File: src/rtl/fifo_defs.sv
// Shared definitions for the FIFO write arbiter:
// FSM encodings and FIFO geometry helpers.
package fifo_defs;

    typedef enum logic {
        IDLE  = 1'b0,
        BURST = 1'b1
    } state_t;

    function automatic int depth_of(input int aw);
        return 1 << aw;
    endfunction

    function automatic int idx_w(input int n);
        return (n > 1) ? $clog2(n) : 1;
    endfunction

endpackage

File: src/rtl/fifo_wr_arbiter_rr_pick.sv
// Round-robin requester pick, combinational.
// Search starts one past the previous owner.
module rr_pick
    import fifo_defs::*;
#(
    parameter int NUM_REQ = 4,
    parameter int IW      = idx_w(NUM_REQ)
) (
    input  logic [NUM_REQ-1:0] req,
    input  logic [IW-1:0]      last_owner,
    output logic [NUM_REQ-1:0] choice
);

    logic          found;
    logic [IW-1:0] idx;

    always_comb begin
        choice = '0;
        found  = 1'b0;
        idx    = '0;
        for (int k = 1; k <= NUM_REQ; k++) begin
            idx = IW'((int'(last_owner) + k) % NUM_REQ);
            if (!found && req[idx]) begin
                choice[idx] = 1'b1;
                found       = 1'b1;
            end
        end
    end

endmodule

File: src/rtl/fifo_wr_arbiter.sv
// Burst write arbiter in front of a FIFO whose
// occupancy is tracked locally from write/read strobes.
module fifo_wr_arbiter
    import fifo_defs::*;
#(
    parameter int NUM_REQ    = 4,
    parameter int DATA_WIDTH = 8,
    parameter int ADDR_WIDTH = 5,
    parameter int MAX_BURST  = 4
) (
    input  logic                          clk,
    input  logic                          rst_n,
    input  logic [NUM_REQ-1:0]            req,
    input  logic [NUM_REQ-1:0]            req_last,
    input  logic [NUM_REQ*DATA_WIDTH-1:0] req_data,
    output logic [NUM_REQ-1:0]            gnt,
    output logic                          fifo_wr_en,
    output logic [DATA_WIDTH-1:0]         fifo_wr_data,
    input  logic                          fifo_rd_en,
    output logic [ADDR_WIDTH:0]           fifo_count,
    output logic                          fifo_full,
    output logic                          fifo_empty
);

    localparam int DEPTH = depth_of(ADDR_WIDTH);
    localparam int IW    = idx_w(NUM_REQ);
    localparam int BW    = $clog2(MAX_BURST + 1);
    localparam int CW    = ADDR_WIDTH + 1;

    localparam logic [IW-1:0] RST_OWNER = IW'(NUM_REQ - 1);
    localparam logic [CW-1:0] FULL_CNT  = CW'(DEPTH);
    localparam logic [BW-1:0] LAST_BEAT = BW'(MAX_BURST - 1);

    state_t          state;
    state_t          state_nxt;
    logic [IW-1:0]   last_owner;
    logic [BW-1:0]   beat_cnt;
    logic [BW-1:0]   beat_nxt;
    logic [CW-1:0]   count;
    logic [CW-1:0]   count_nxt;
    logic [NUM_REQ-1:0] pick;
    logic [IW-1:0]   pick_idx;
    logic            owner_load;
    logic            own_req;
    logic            own_last;
    logic            beat_max;
    logic            wr_ok;
    logic            rd_ok;
    logic [DATA_WIDTH-1:0] own_data;

    rr_pick #(
        .NUM_REQ    (NUM_REQ),
        .IW         (IW)
    ) u_rr_pick (
        .req        (req),
        .last_owner (last_owner),
        .choice     (pick)
    );

    always_comb begin
        pick_idx = '0;
        for (int i = 0; i < NUM_REQ; i++) begin
            if (pick[i]) pick_idx = pick_idx | IW'(i);
        end
    end

    // In BURST the owner is always the last requester loaded.
    assign own_req  = req[last_owner];
    assign own_last = req_last[last_owner];
    assign own_data = req_data[last_owner*DATA_WIDTH +: DATA_WIDTH];
    assign beat_max = (beat_cnt == LAST_BEAT);

    // Full/empty come straight from the registered count.
    assign fifo_full  = (count == FULL_CNT);
    assign fifo_empty = (count == '0);
    assign fifo_count = count;

    assign wr_ok = (state == BURST) && own_req && !fifo_full;
    assign rd_ok = fifo_rd_en && !fifo_empty;

    assign fifo_wr_en   = wr_ok;
    assign fifo_wr_data = wr_ok ? own_data : '0;

    always_comb begin
        gnt = '0;
        if (state == BURST) gnt[last_owner] = 1'b1;
    end

    always_comb begin
        state_nxt  = state;
        beat_nxt   = beat_cnt;
        owner_load = 1'b0;
        unique case (state)
            IDLE: begin
                if (|req) begin
                    state_nxt  = BURST;
                    beat_nxt   = '0;
                    owner_load = 1'b1;
                end
            end
            BURST: begin
                if (!own_req) begin
                    state_nxt = IDLE;
                end else if (wr_ok) begin
                    beat_nxt = beat_cnt + 1'b1;
                    if (own_last || beat_max) state_nxt = IDLE;
                end
            end
            default: state_nxt = IDLE;
        endcase
    end

    always_comb begin
        count_nxt = count;
        unique case (1'b1)
            (wr_ok && !rd_ok): count_nxt = count + 1'b1;
            (rd_ok && !wr_ok): count_nxt = count - 1'b1;
            default:           count_nxt = count;
        endcase
    end

    always_ff @(posedge clk or negedge rst_n) begin
        if (!rst_n) begin
            state      <= IDLE;
            last_owner <= RST_OWNER;
            beat_cnt   <= '0;
            count      <= '0;
        end else begin
            state    <= state_nxt;
            beat_cnt <= beat_nxt;
            count    <= count_nxt;
            if (owner_load) last_owner <= pick_idx;
        end
    end

endmodule

File: config.mk
export PLATFORM = sky130hd
export DESIGN_NAME = fifo_wr_arbiter
export DESIGN_NICKNAME = d
export VERILOG_FILES = /design/src/rtl/fifo_defs.sv /design/src/rtl/fifo_wr_arbiter_rr_pick.sv /design/src/rtl/fifo_wr_arbiter.sv
export SDC_FILE = /design/constraint.sdc
export NUM_CORES = 1
export LEC_CHECK = 0
export CELL_PAD_IN_SITES_DETAIL_PLACEMENT = 1
export CELL_PAD_IN_SITES_GLOBAL_PLACEMENT = 1
export CORE_MARGIN = 4
export CORE_UTILIZATION = 32
export DETAILED_ROUTE_END_ITERATION = 16
export PLACE_DENSITY_LB_ADDON = 0.15
export SLEW_MARGIN = 30
export SYNTH_ARGS = -nofsm -noshare
export SYNTH_HDL_FRONTEND = slang
export SYNTH_SLANG_ARGS = --single-unit
File: constraint.sdc
create_clock -name clk -period 6.3 [get_ports clk]
set_clock_uncertainty 0.05 [all_clocks]
set_input_delay 1.26 -clock clk [delete_from_list [all_inputs] [get_ports clk]]
set_output_delay 1.26 -clock clk [all_outputs]
set_load 0.01 [all_outputs]
==> results.yml <==
status:
  status: "completed"
yosys:
  synth_flop_cell: "dfrtp_1"
  synth_top_area_share: 0.2028
  yosys-top-cells-count: "14 x ha_1, 12 x mux4_2, 11 x inv_1, 11 x o21ai_0"
  synth_edf_count: 0
  synth_area_per_cell_um2: 10.58
  syn_area_mm2: 0.001333
  ys_async_sr_fraction: 1.000
  syn_nets: 184
  yosys-top-cells-area: "mux4_2 20%, dfrtp_1 19%, ha_1 13%"
  ys_seq_area_frac: 0.2272
  yosys.area.top_type: "mux4_2"
  synth_cell_type_count: 36
  synth_most_common_cell: "ha_1"
  synthCells: 126
  yosys_warnings: 0
  synth_seq_cells: 12
clock_network:
  cts_tree: "yes"
  cts_resized: 0
  htree_levels: 1
  post-cts-setup-buffers: 0
  hold_buffers: 0
  max-clock-path-buffers: 2
  clkSinkCount: 12
  cts_buffers: 3
  clkSlewWorstSetupHoldPaths_ns: 0.06
  clock_latency_ns: 0.24
  clockRootBuffer: "clkbuf_8"
pwr:
  p_leak_nw: 0.8293
  p_per_area_mw_per_mm2: 466.5
  p_total_mw: 0.9508
  max-vdd-ir-drop_uv: 229.5
die:
  die_y_um: 72.53
  die-area_mm2: 0.005261
  coreArea_mm2: 0.004000
  die_w_um: 72.53
  ios: 64
  start_util: 0.3331
  rows: 23
global_route:
  grtUsageMet2: 0.2655
  grt_overflow: 0
  gr-usage-met1: 0.1832
  met3_usage: 0.03463
  top_usage_layer: "met2"
  grt_usage: 0.1524
  grt_pass1_vias: 1332
  grt_pass1_wl_um: 6313
  grt_max_degree: 18
  antenna_found_initial: 0
detailed_routing:
  routed_via_density: 5.173
  avgRoutedWirePerCell_um: 16.51
  drc: 0
  routed_wl_um: 3914
  drt-pass1-iter-count: 6
  drt_iter0_drc: 28
  vias: 1226
  ant_nets: 0
timing:
  tightest_slew_ns: 0.7725
  slew_headroom: 0.4794
  timing.hold.ws_ns: 0.4498
  setup_viol: 0
  clock.fmax_mhz: 210.3
  period_share: 0.7548
  rsz0062_at_grt: "false"
  hold_viol: 0
  fin_crit_ns: 4.755
  fin_setup_tns_ns: 0
  finalMaxSlewViolations: 0
worst_setup_path:
  crit_fanout: 16
  crit_type: "in -> out"
  cp_common_cell: "clkdlybuf4s50_1"
  crit_family: "buffers and inverters"
  cp_num_buf_inv: 2
  cp-start-kind: "primary input"
  slowest_stage: "mux4_2"
  slowest_delay_ns: 0.53
  required_ns: 4.99
  crit_arrival_ns: 3.45
  path_cells: "clkdlybuf4s50_1 -> mux4_2 -> nand2_1 -> or2_1 -> nor2b_1 -> clkdlybuf4s50_1"
  end_kind: "output pin"
placement:
  post_dp_cell_area_mm2: 0.001993
  port_buffers: 63
  dp_hpwl_um: 3265
  gp_congestion: 0.7111
final_layout:
  drive_gt1_frac: 0.1230
  final_core_util: 0.5095
  area_growth_pct: 52.96
  antennaDiodeCount: 0
  fin_area_mm2: 0.002038
  fin_nets: 246
worst_hold_path:
  worstHoldPathType: "reg -> reg"
flow_run:
  cap_viol_max_count: 0
cell type report:
type | count | area [µm²]
clock buffers | 4 | 45.04
inverters | 11 | 41.29
fillers | 419 | 1962
multi-input cells | 97 | 955.9
repair buffers | 63 | 630.6
well taps | 50 | 62.56
flip-flops and latches | 12 | 302.8
power breakdown:
part           internal, mW  total [mW]  leakage (nW)  switching (mW)
sequential            0.125       0.206         0.145          0.0802
clock                0.0446      0.0737        0.0228          0.0291
combinational         0.365       0.672         0.662           0.307
per-layer routing:
layer  wire [µm]  part of all wire  up-vias
li1            -                 -      588
met1        1607              0.41      597
met2        2063              0.53       33
met3         178             0.045        8
met4          64             0.016        0
met5           0                 0        -
cells by family (layout without fill, tap and decap cells):
kind of cell / after synthesis / count (layout) / share of synthesized area
and+or+nand+nor: 42 / 42 / 0.2000
adders and majority gates: 15 / 15 / 0.1465
DFF: 12 / 12 / 0.2272
xor gates and xnor gates: 5 / 5 / 0.03287
AOI/OAI and AO/OA: 22 / 22 / 0.1099
muxes: 13 / 13 / 0.2225
buffers and inverters: 17 / 78 / 0.06103
path summary, 6_finish.rpt:
check	cells after the start	slack, ns	to	start
worst min-delay path	1	0.45	beat_cnt[0]$_DFFE_PN0P_	beat_cnt[0]$_DFFE_PN0P_
worst min register to register	1	0.45	beat_cnt[0]$_DFFE_PN0P_	beat_cnt[0]$_DFFE_PN0P_
min in group asynchronous	1	1.32	fifo_count[5]$_DFFE_PN0P_	rst_n
worst max register to register	11	2.58	fifo_count[4]$_DFFE_PN0P_	last_owner[0]$_DFFE_PN1P_
worst max-delay path	6	1.54	fifo_wr_data[4]	req[3]
max in group asynchronous	1	4.50	last_owner[1]$_DFFE_PN1P_	rst_n
cells in the final DEF, fill, tap and decap left out, types with 2 or more instances in the layout:
| cell type | instances |
|---|---|
| nor3b_1 | 2 |
| clkbuf_8 | 3 |
| dfstp_2 | 2 |
| nor4_1 | 2 |
| and2_1 | 4 |
| inv_1 | 11 |
| nor2_1 | 2 |
| a22oi_1 | 2 |
| a21o_1 | 2 |
| xnor2_1 | 2 |
| a21oi_1 | 2 |
| o21ai_0 | 11 |
| nand3_1 | 4 |
| dfrtp_1 | 10 |
| nor3_1 | 2 |
| xor2_1 | 3 |
| a221oi_1 | 2 |
| nand2_1 | 10 |
| nor2b_1 | 9 |
| mux4_2 | 12 |
| clkdlybuf4s50_1 | 63 |
| ha_1 | 14 |
state kept, by name (all words and copies together) (netlist names):
register	count
state	1
fifo_count	6
beat_cnt	3
last_owner	2
through the flow:
stage          setup WS [ns]  std cells
3_5_place_dp           1.562        233
5_1_grt                1.418        237
2_1_floorplan          2.737        126
6_report               1.545        237
3_3_place_gp           1.676        233
4_1_cts                1.545        237
worst reg2reg max path, cell delays in order (launching register included):
cell     delay [ns]
dfstp_2        0.84
mux4_2         0.60
nand2_1        0.11
or2_1          0.44
ha_1           0.41
inv_1          0.17
fa_1           0.42
inv_1          0.07
a21o_1         0.11
a21oi_1        0.07
xor2_1         0.14
o21ai_0        0.20
Power figures use the tool's default switching activity.
